<file path="src/rtl/rca_ft_reconfig_ctrl.sv">
// rca_ft_reconfig_ctrl
//
// Self-test and reconfiguration controller for a 4-bit ripple-carry adder
// built from five full-adder slices (slices 0..3 plus one spare, slice 4).
// A configuration f names the single slice that is bypassed. The controller
// tries f = 4, 3, 2, 1, 0 in turn. For each f it applies eight test vectors
// to the adder and compares the adder result with the expected sum. It locks
// the first f that passes every vector, or reports failure if none passes.
//
// Ports:
//   clk          rising-edge clock
//   rst          asynchronous active-high reset
//   start        single-cycle request to run self-test and reconfiguration
//   s_obs        adder sum output s[3:0]
//   cout_obs     adder carry output
//   bist_active  high while this block owns the adder operands
//   a_t, b_t     test operands driven to the adder
//   test         adder test-mode select (always 0)
//   is           operand shift selects is0..is5
//   cs           carry bypass selects CS0..CS4
//   ss           sum steering selects SS0..SS3
//   busy         high from CFG through the last CHECK
//   done         a passing configuration is locked
//   fail         no configuration passes
//   fault_idx    bypassed slice index held in the config register
module rca_ft_reconfig_ctrl (
  input  logic       clk,
  input  logic       rst,
  input  logic       start,
  input  logic [3:0] s_obs,
  input  logic       cout_obs,
  output logic       bist_active,
  output logic [3:0] a_t,
  output logic [3:0] b_t,
  output logic       test,
  output logic [5:0] is,
  output logic [4:0] cs,
  output logic [3:0] ss,
  output logic       busy,
  output logic       done,
  output logic       fail,
  output logic [2:0] fault_idx
);

  typedef enum logic [2:0] {
    ST_IDLE,
    ST_CFG,
    ST_APPLY,
    ST_CHECK,
    ST_PASS,
    ST_FAIL
  } state_t;

  state_t     state;
  logic [2:0] f;
  logic [2:0] v;
  logic [4:0] exp_sum;
  logic       match;

  // Slices above the bypassed one take the next-lower operand bit.
  function automatic logic [5:0] dec_is(input logic [2:0] cfg);
    logic [5:0] r;
    r = '0;
    for (int j = 1; j <= 3; j++) begin
      if (3'(j) > cfg) begin
        r[2*j-2] = 1'b1;
        r[2*j-1] = 1'b1;
      end
    end
    return r;
  endfunction

  // Only the bypassed slice passes its carry-in straight through.
  function automatic logic [4:0] dec_cs(input logic [2:0] cfg);
    logic [4:0] r;
    r = '0;
    for (int k = 0; k <= 4; k++) begin
      r[k] = (3'(k) == cfg);
    end
    return r;
  endfunction

  // Sum bits at or above the bypassed slice are taken from the slice above.
  function automatic logic [3:0] dec_ss(input logic [2:0] cfg);
    logic [3:0] r;
    r = '0;
    for (int i = 0; i <= 3; i++) begin
      r[i] = (3'(i) >= cfg);
    end
    return r;
  endfunction

  // Test vector ROM, returned as {a, b}.
  function automatic logic [7:0] vec_rom(input logic [2:0] idx);
    logic [7:0] r;
    case (idx)
      3'd0:    r = 8'h00;
      3'd1:    r = 8'hFF;
      3'd2:    r = 8'hF1;
      3'd3:    r = 8'hA5;
      3'd4:    r = 8'h5A;
      3'd5:    r = 8'h79;
      3'd6:    r = 8'h88;
      default: r = 8'h3C;
    endcase
    return r;
  endfunction

  assign test = 1'b0;

  // The operands are held through CHECK, so the expected result comes from
  // the registered operands.
  always_comb begin
    exp_sum = {1'b0, a_t} + {1'b0, b_t};
    match   = ({cout_obs, s_obs} == exp_sum);
  end

  // Sequencer. The outputs are registered here. done and fail are set on
  // the cycle after PASS or FAIL is entered. fault_idx is the config
  // register, and is/cs/ss are reloaded whenever it changes.
  always_ff @(posedge clk or posedge rst) begin
    if (rst) begin
      state       <= ST_IDLE;
      f           <= 3'd4;
      v           <= 3'd0;
      a_t         <= 4'd0;
      b_t         <= 4'd0;
      bist_active <= 1'b0;
      busy        <= 1'b0;
      done        <= 1'b0;
      fail        <= 1'b0;
      fault_idx   <= 3'd4;
      is          <= dec_is(3'd4);
      cs          <= dec_cs(3'd4);
      ss          <= dec_ss(3'd4);
    end else begin
      case (state)
        ST_IDLE, ST_PASS, ST_FAIL: begin
          if (state == ST_PASS) begin
            done <= 1'b1;
          end
          if (state == ST_FAIL) begin
            fail      <= 1'b1;
            fault_idx <= 3'd4;
            is        <= dec_is(3'd4);
            cs        <= dec_cs(3'd4);
            ss        <= dec_ss(3'd4);
          end
          // A new request restarts the search from the spare-slice config.
          if (start) begin
            state       <= ST_CFG;
            f           <= 3'd4;
            v           <= 3'd0;
            done        <= 1'b0;
            fail        <= 1'b0;
            bist_active <= 1'b1;
            busy        <= 1'b1;
          end
        end
        ST_CFG: begin
          fault_idx  <= f;
          is         <= dec_is(f);
          cs         <= dec_cs(f);
          ss         <= dec_ss(f);
          {a_t, b_t} <= vec_rom(v);
          state      <= ST_APPLY;
        end
        ST_APPLY: begin
          state <= ST_CHECK;
        end
        ST_CHECK: begin
          if (match) begin
            if (v == 3'd7) begin
              state       <= ST_PASS;
              bist_active <= 1'b0;
              busy        <= 1'b0;
              a_t         <= 4'd0;
              b_t         <= 4'd0;
            end else begin
              v          <= v + 3'd1;
              {a_t, b_t} <= vec_rom(v + 3'd1);
              state      <= ST_APPLY;
            end
          end else begin
            a_t <= 4'd0;
            b_t <= 4'd0;
            if (f != 3'd0) begin
              f     <= f - 3'd1;
              v     <= 3'd0;
              state <= ST_CFG;
            end else begin
              state       <= ST_FAIL;
              bist_active <= 1'b0;
              busy        <= 1'b0;
            end
          end
        end
        default: begin
          state <= ST_IDLE;
        end
      endcase
    end
  end

endmodule

</file>
<file path="config.mk">
export PLATFORM = sky130hd
export DESIGN_NAME = rca_ft_reconfig_ctrl
export DESIGN_NICKNAME = d
export VERILOG_FILES = /design/src/rtl/rca_ft_reconfig_ctrl.sv
export SDC_FILE = /design/constraint.sdc
export NUM_CORES = 1
export LEC_CHECK = 0
export CAP_MARGIN = 30
export CORE_MARGIN = 10
export CORE_UTILIZATION = 45
export DETAILED_ROUTE_END_ITERATION = 16
export GPL_TIMING_DRIVEN = 0
export PLACE_DENSITY = 0.79
export RECOVER_POWER = 50
export SLEW_MARGIN = 20
export SYNTH_ARGS = -nofsm -noshare
export SYNTH_HDL_FRONTEND = slang
export SYNTH_SLANG_ARGS = --single-unit
</file>
<file path="constraint.sdc">
create_clock -name clk -period 6.8 [get_ports clk]
set_input_delay 2.04 -clock clk [delete_from_list [all_inputs] [get_ports clk]]
set_output_delay 2.04 -clock clk [all_outputs]
set_load 0.05 [all_outputs]
</file>
# Word-level counts from Yosys, hierarchy flattened
# Index checks and enable logic that the tools add are counted.
[totals] inputBits=8 ff_bits=38 elab_cells=112
[op_classes] magnitude_cmp=7 add_sub_neg=3 eq_ne=31 mux=42 n_reduce_logical=17
[ops] cell="$pmux 8 s7" n=2
[ops] cell="$mux 3" n=12
[ops] cell="$eq 3x3->1 const B" n=9
[ops] cell="$pmux 4 s2" n=3
[ops] cell="$mux 4" n=5
[ops] cell="$eq 3x2->1 const B" n=6
[ops] cell="$pmux 3 s2" n=3
[ops] cell="$logic_not 3->1" n=4
[ops] cell="$ne 3x3->1 const B" n=4
[ops] cell="$pmux 3 s4" n=1
[ops] cell="$pmux 6 s2" n=1
[ops] cell="$reduce_and 4->1" n=3
[ops] cell="$pmux 5 s2" n=1
[ops] cell="$reduce_bool 2->1" n=5
[ops] cell="$eq 3x1->1 const B" n=3
[ops] cell="$mux 1" n=8
[ops] cell="$ne 2x2->1 const B" n=4
[ops] cell="$eq 2x3->1 const A" n=2
[ops] cell="$ge 1x3->1 const A" n=2
[ops] cell="$ge 2x3->1 const A" n=2
[ops] cell="$gt 2x3->1 const A" n=2
[ops] cell="$mux 2" n=3
[ops] cell="$mux 6" n=1
[ops] cell="$reduce_and 2->1" n=3
[ops] cell="other kinds (11)" n=11

# Logic depth before layout (Yosys ltp)
[depth] word_depth=6 depth_mapped=9 depth_no_buf=7

# Worst setup path after synthesis
# Ideal clock, no wire load.
[synth_timing] kind="input-to-reg" start="in s_obs[3]" end="reg f[2]" path_buffers=1 setup_slack_ns=3.513 arrival_ns=3.220 setup_ns=0.067 stages=6 cell_sequence="xnor2_1 -> and3_4 -> o221a_2 -> buf_6 -> or4_1 -> nand3_1"
[synth_via] elab_chain_cells=3
[synth_lines] element="from (decl)" line="30" text="input logic [3:0] s_obs,"
[synth_lines] element="$eq 5x5->1" line="115" text="match = ({cout_obs, s_obs} == exp_sum);"
[synth_lines] element="$ne 2x2->1 (no line)"
[synth_lines] element="$reduce_and 4->1 (no line)"
[synth_lines] element="to (signal assigned)" line="188" text="f <= f - 3'd1;"
[synth_lines] element="to (decl)" line="55" text="logic [2:0] f;"
# No other way between the ends.
# A chain may end at the register's enable or synchronous reset.

# Worst setup path in the final report
[layout_timing] start="reg cs[4]" end="out cs[4]"
[layout_lines] element="from (decl)" line="37" text="output logic [4:0] cs,"
[layout_lines] element="from (signal assigned)" line="134" text="cs <= dec_cs(3'd4);"
[layout_lines] element="from (signal assigned)" line="146" text="cs <= dec_cs(3'd4);"
[layout_lines] element="from (signal assigned)" line="163" text="cs <= dec_cs(f);"
# No word-level cell between the ends.

==> results.sh <==
export IMPL_period_share=0.539
export IMPL_min_period_ps=3660
export IMPL_clock_sinks=35
export IMPL_finalHoldViolations=0
export IMPL_area_growth_pct=25.1
export IMPL_rsz0062_at_grt="no"
export IMPL_ys_warn_count=0
export IMPL_ant_nets=0
export IMPL_ys_top_cells_by_area="dfrtp_1, ha_1, nand2_1"
export IMPL_nets=293
export IMPL_io_pins=39
export IMPL_synth_ff_type="dfrtp_1"
export IMPL_drt_wl_total_mm=4.89
export IMPL_numCtsBuffers=5
export IMPL_finalCoreUtilization=0.590
export IMPL_numPortBuffers=37
export IMPL_cts_tree="yes"
export IMPL_clock_latency_ps=290
export IMPL_post_cts_buffers=0
export IMPL_async_flop_share=1.00
export IMPL_p_leak_uw=0.00115
export IMPL_setup_ws_ps=3140
export IMPL_syn_nets=248
export IMPL_fin_tns_setup_ps=0
export IMPL_synth_edf_count=0
export IMPL_holdBufCountCts=0
export IMPL_drc=0
export IMPL_arrival_ps=1620
export IMPL_fin_skew_ps=6.00
export IMPL_clock_fmax_mhz=273
export IMPL_dr_pass1_iters=4
export IMPL_synth_top_area_frac=0.385
export IMPL_cts_resized=0
export IMPL_design_die_area_mm2=0.00774
export IMPL_cp_num_buf_inv=1
export IMPL_overflow=0
export IMPL_slew_headroom=0.126
export IMPL_die_h_um=88
export IMPL_worstPathRequired_ps=4760
export IMPL_avgViaCountPerCell=5.57
export IMPL_worstSetupStartpointType="register"
export IMPL_grt_max_degree=36
export IMPL_maxSlewViolCount=0
export IMPL_hpwl_mm=3.69
export IMPL_run_status="finished clean"
export IMPL_pre_cts_slack_ps=2930
export IMPL_place_congestion=0.848
export IMPL_cp_max_fo=2
export IMPL_syn_inst=223
export IMPL_synth_cell_types=47
export IMPL_avgRoutedWirePerCell_um=15.2
export IMPL_grt_pass1_vias=1775
export IMPL_crit_family="buffers and inverters"
export IMPL_power_density_mw_per_mm2=522
export IMPL_drive_above_1_share=0.0855
export IMPL_avgSynthCellArea_um2=9.33
export IMPL_crit_path_max_incr_delay_ps=800
export IMPL_ys_seq_area_frac=0.423
export IMPL_setup_viol=0
export IMPL_crit_type="reg -> out"
export IMPL_yosys_area_top_type="dfrtp_1"
export IMPL_synth_most_common_cell="nand2_1"
export IMPL_hp_class="reg -> reg"
export IMPL_clk_pin_slew_worst_paths_ps=70
export IMPL_synth_top_cells_by_count="nand2_1, dfrtp_1, a21oi_1, ha_1, o21ai_0"
export IMPL_drtIter0Drc=167
export IMPL_ys_seq_elements=35
export IMPL_coreArea_mm2=0.00441
export IMPL_initial_utilization=0.471
export IMPL_critPathCaptureType="output port"
export IMPL_worst_ir_drop_vdd_v=0.000277
export IMPL_grtUsageTotal=0.133
export IMPL_tightestPinTransition_ps=1310
export IMPL_grt_antenna_before_repair=0
export IMPL_grt_pass1_wl_mm=8.39
export IMPL_rows=24
export IMPL_syn_area_mm2=0.00208
export IMPL_diodes=0
export IMPL_fp_dieW_um=88
export IMPL_htree_levels=2
export IMPL_dr_total_vias=1789
export IMPL_hold_slack_ps=474
export IMPL_cts_path_max_buffers=2
export IMPL_cts_root_buf="clkbuf_8"
export IMPL_cp_slowest_cell="clkdlybuf4s50_1"
export IMPL_drv_cap=0
export IMPL_worstPathCellList="clkdlybuf4s50_1"
-- state kept, by name (all words and copies together), names as in the netlist --
| name | flops |
|---|---|
| v | 3 |
| done | 1 |
| is | 3 |
| b_t | 4 |
| fail | 1 |
| busy | 1 |
| cs | 5 |
| state | 3 |
| a_t | 4 |
| f | 3 |
| fault_idx | 3 |
| ss | 4 |
-- power by group --
group / switching, uW / internal, uW
combinational: 550 / 302
sequential: 66.5 / 296
clock: 74.2 / 71.4
total: 690 / 669
-- stage by stage --
step           power (uW)  std cells  cell area (um2)
3_5_place_dp         1220        313             2520
6_report             1360        321             2600
4_1_cts              1370        321             2610
3_3_place_gp         1200        312             2520
5_1_grt              1460        321             2600
2_1_floorplan         968        223             2080
-- layer usage --
| metal | up-vias | routed length, um | GRT usage |
|---|---|---|---|
| met5 | - | 0 | 0 |
| met4 | 0 | 82 | 0.0594 |
| met3 | 9 | 363 | 0.0353 |
| met2 | 65 | 2200 | 0.212 |
| met1 | 844 | 2240 | 0.165 |
| li1 | 871 | - | - |
-- cells by family after synthesis --
| family | share of synthesized area |
|---|---|
| compound gates | 0.195 |
| xor+xnor | 0.0241 |
| flops | 0.423 |
| mux | 0.0192 |
| fa+ha+maj | 0.106 |
| other cells | 0.00180 |
| buf+inv | 0.0673 |
| simple gates | 0.164 |
-- final cells by class --
class	count	area (um2)
well taps	52	65.1
flip-flops and latches	35	880
inverters	12	45.0
repair buffers	38	374
plain buffers	15	93.8
clock inverters	2	12.5
multi-input cells	161	1060
clock buffers	6	72.6
fillers	395	1810
-- worst paths after layout --
path,from,endpoint,slack (ps),cells after the start
max,cs[4]$_DFFE_PP1P_,cs[4],3140,1
min,ss[1]$_DFFE_PP0P_,ss[1]$_DFFE_PP0P_,470,2
max reg2reg,a_t[0]$_DFFE_PP0P_,a_t[1]$_DFFE_PP0P_,4240,9
min reg2reg,ss[1]$_DFFE_PP0P_,ss[1]$_DFFE_PP0P_,470,2
max in group asynchronous,rst,a_t[1]$_DFFE_PP0P_,3470,2
min in group asynchronous,rst,is[4]$_DFFE_PP0P_,2550,2
-- layout by cell type (no fill, tap or decap), drive strengths merged, types with 4 or more instances in the layout --
master         instances
o21ai                 15
nand2                 33
ha                    16
mux2i                  4
nor2                  14
dfrtp                 32
a31oi                  4
nor3                   5
clkdlybuf4s50         35
a22o                   4
nand3                 10
buf                    8
inv                   11
clkbuf                14
o31ai                  5
a21oi                 16
Power figures use the tool's default switching activity.
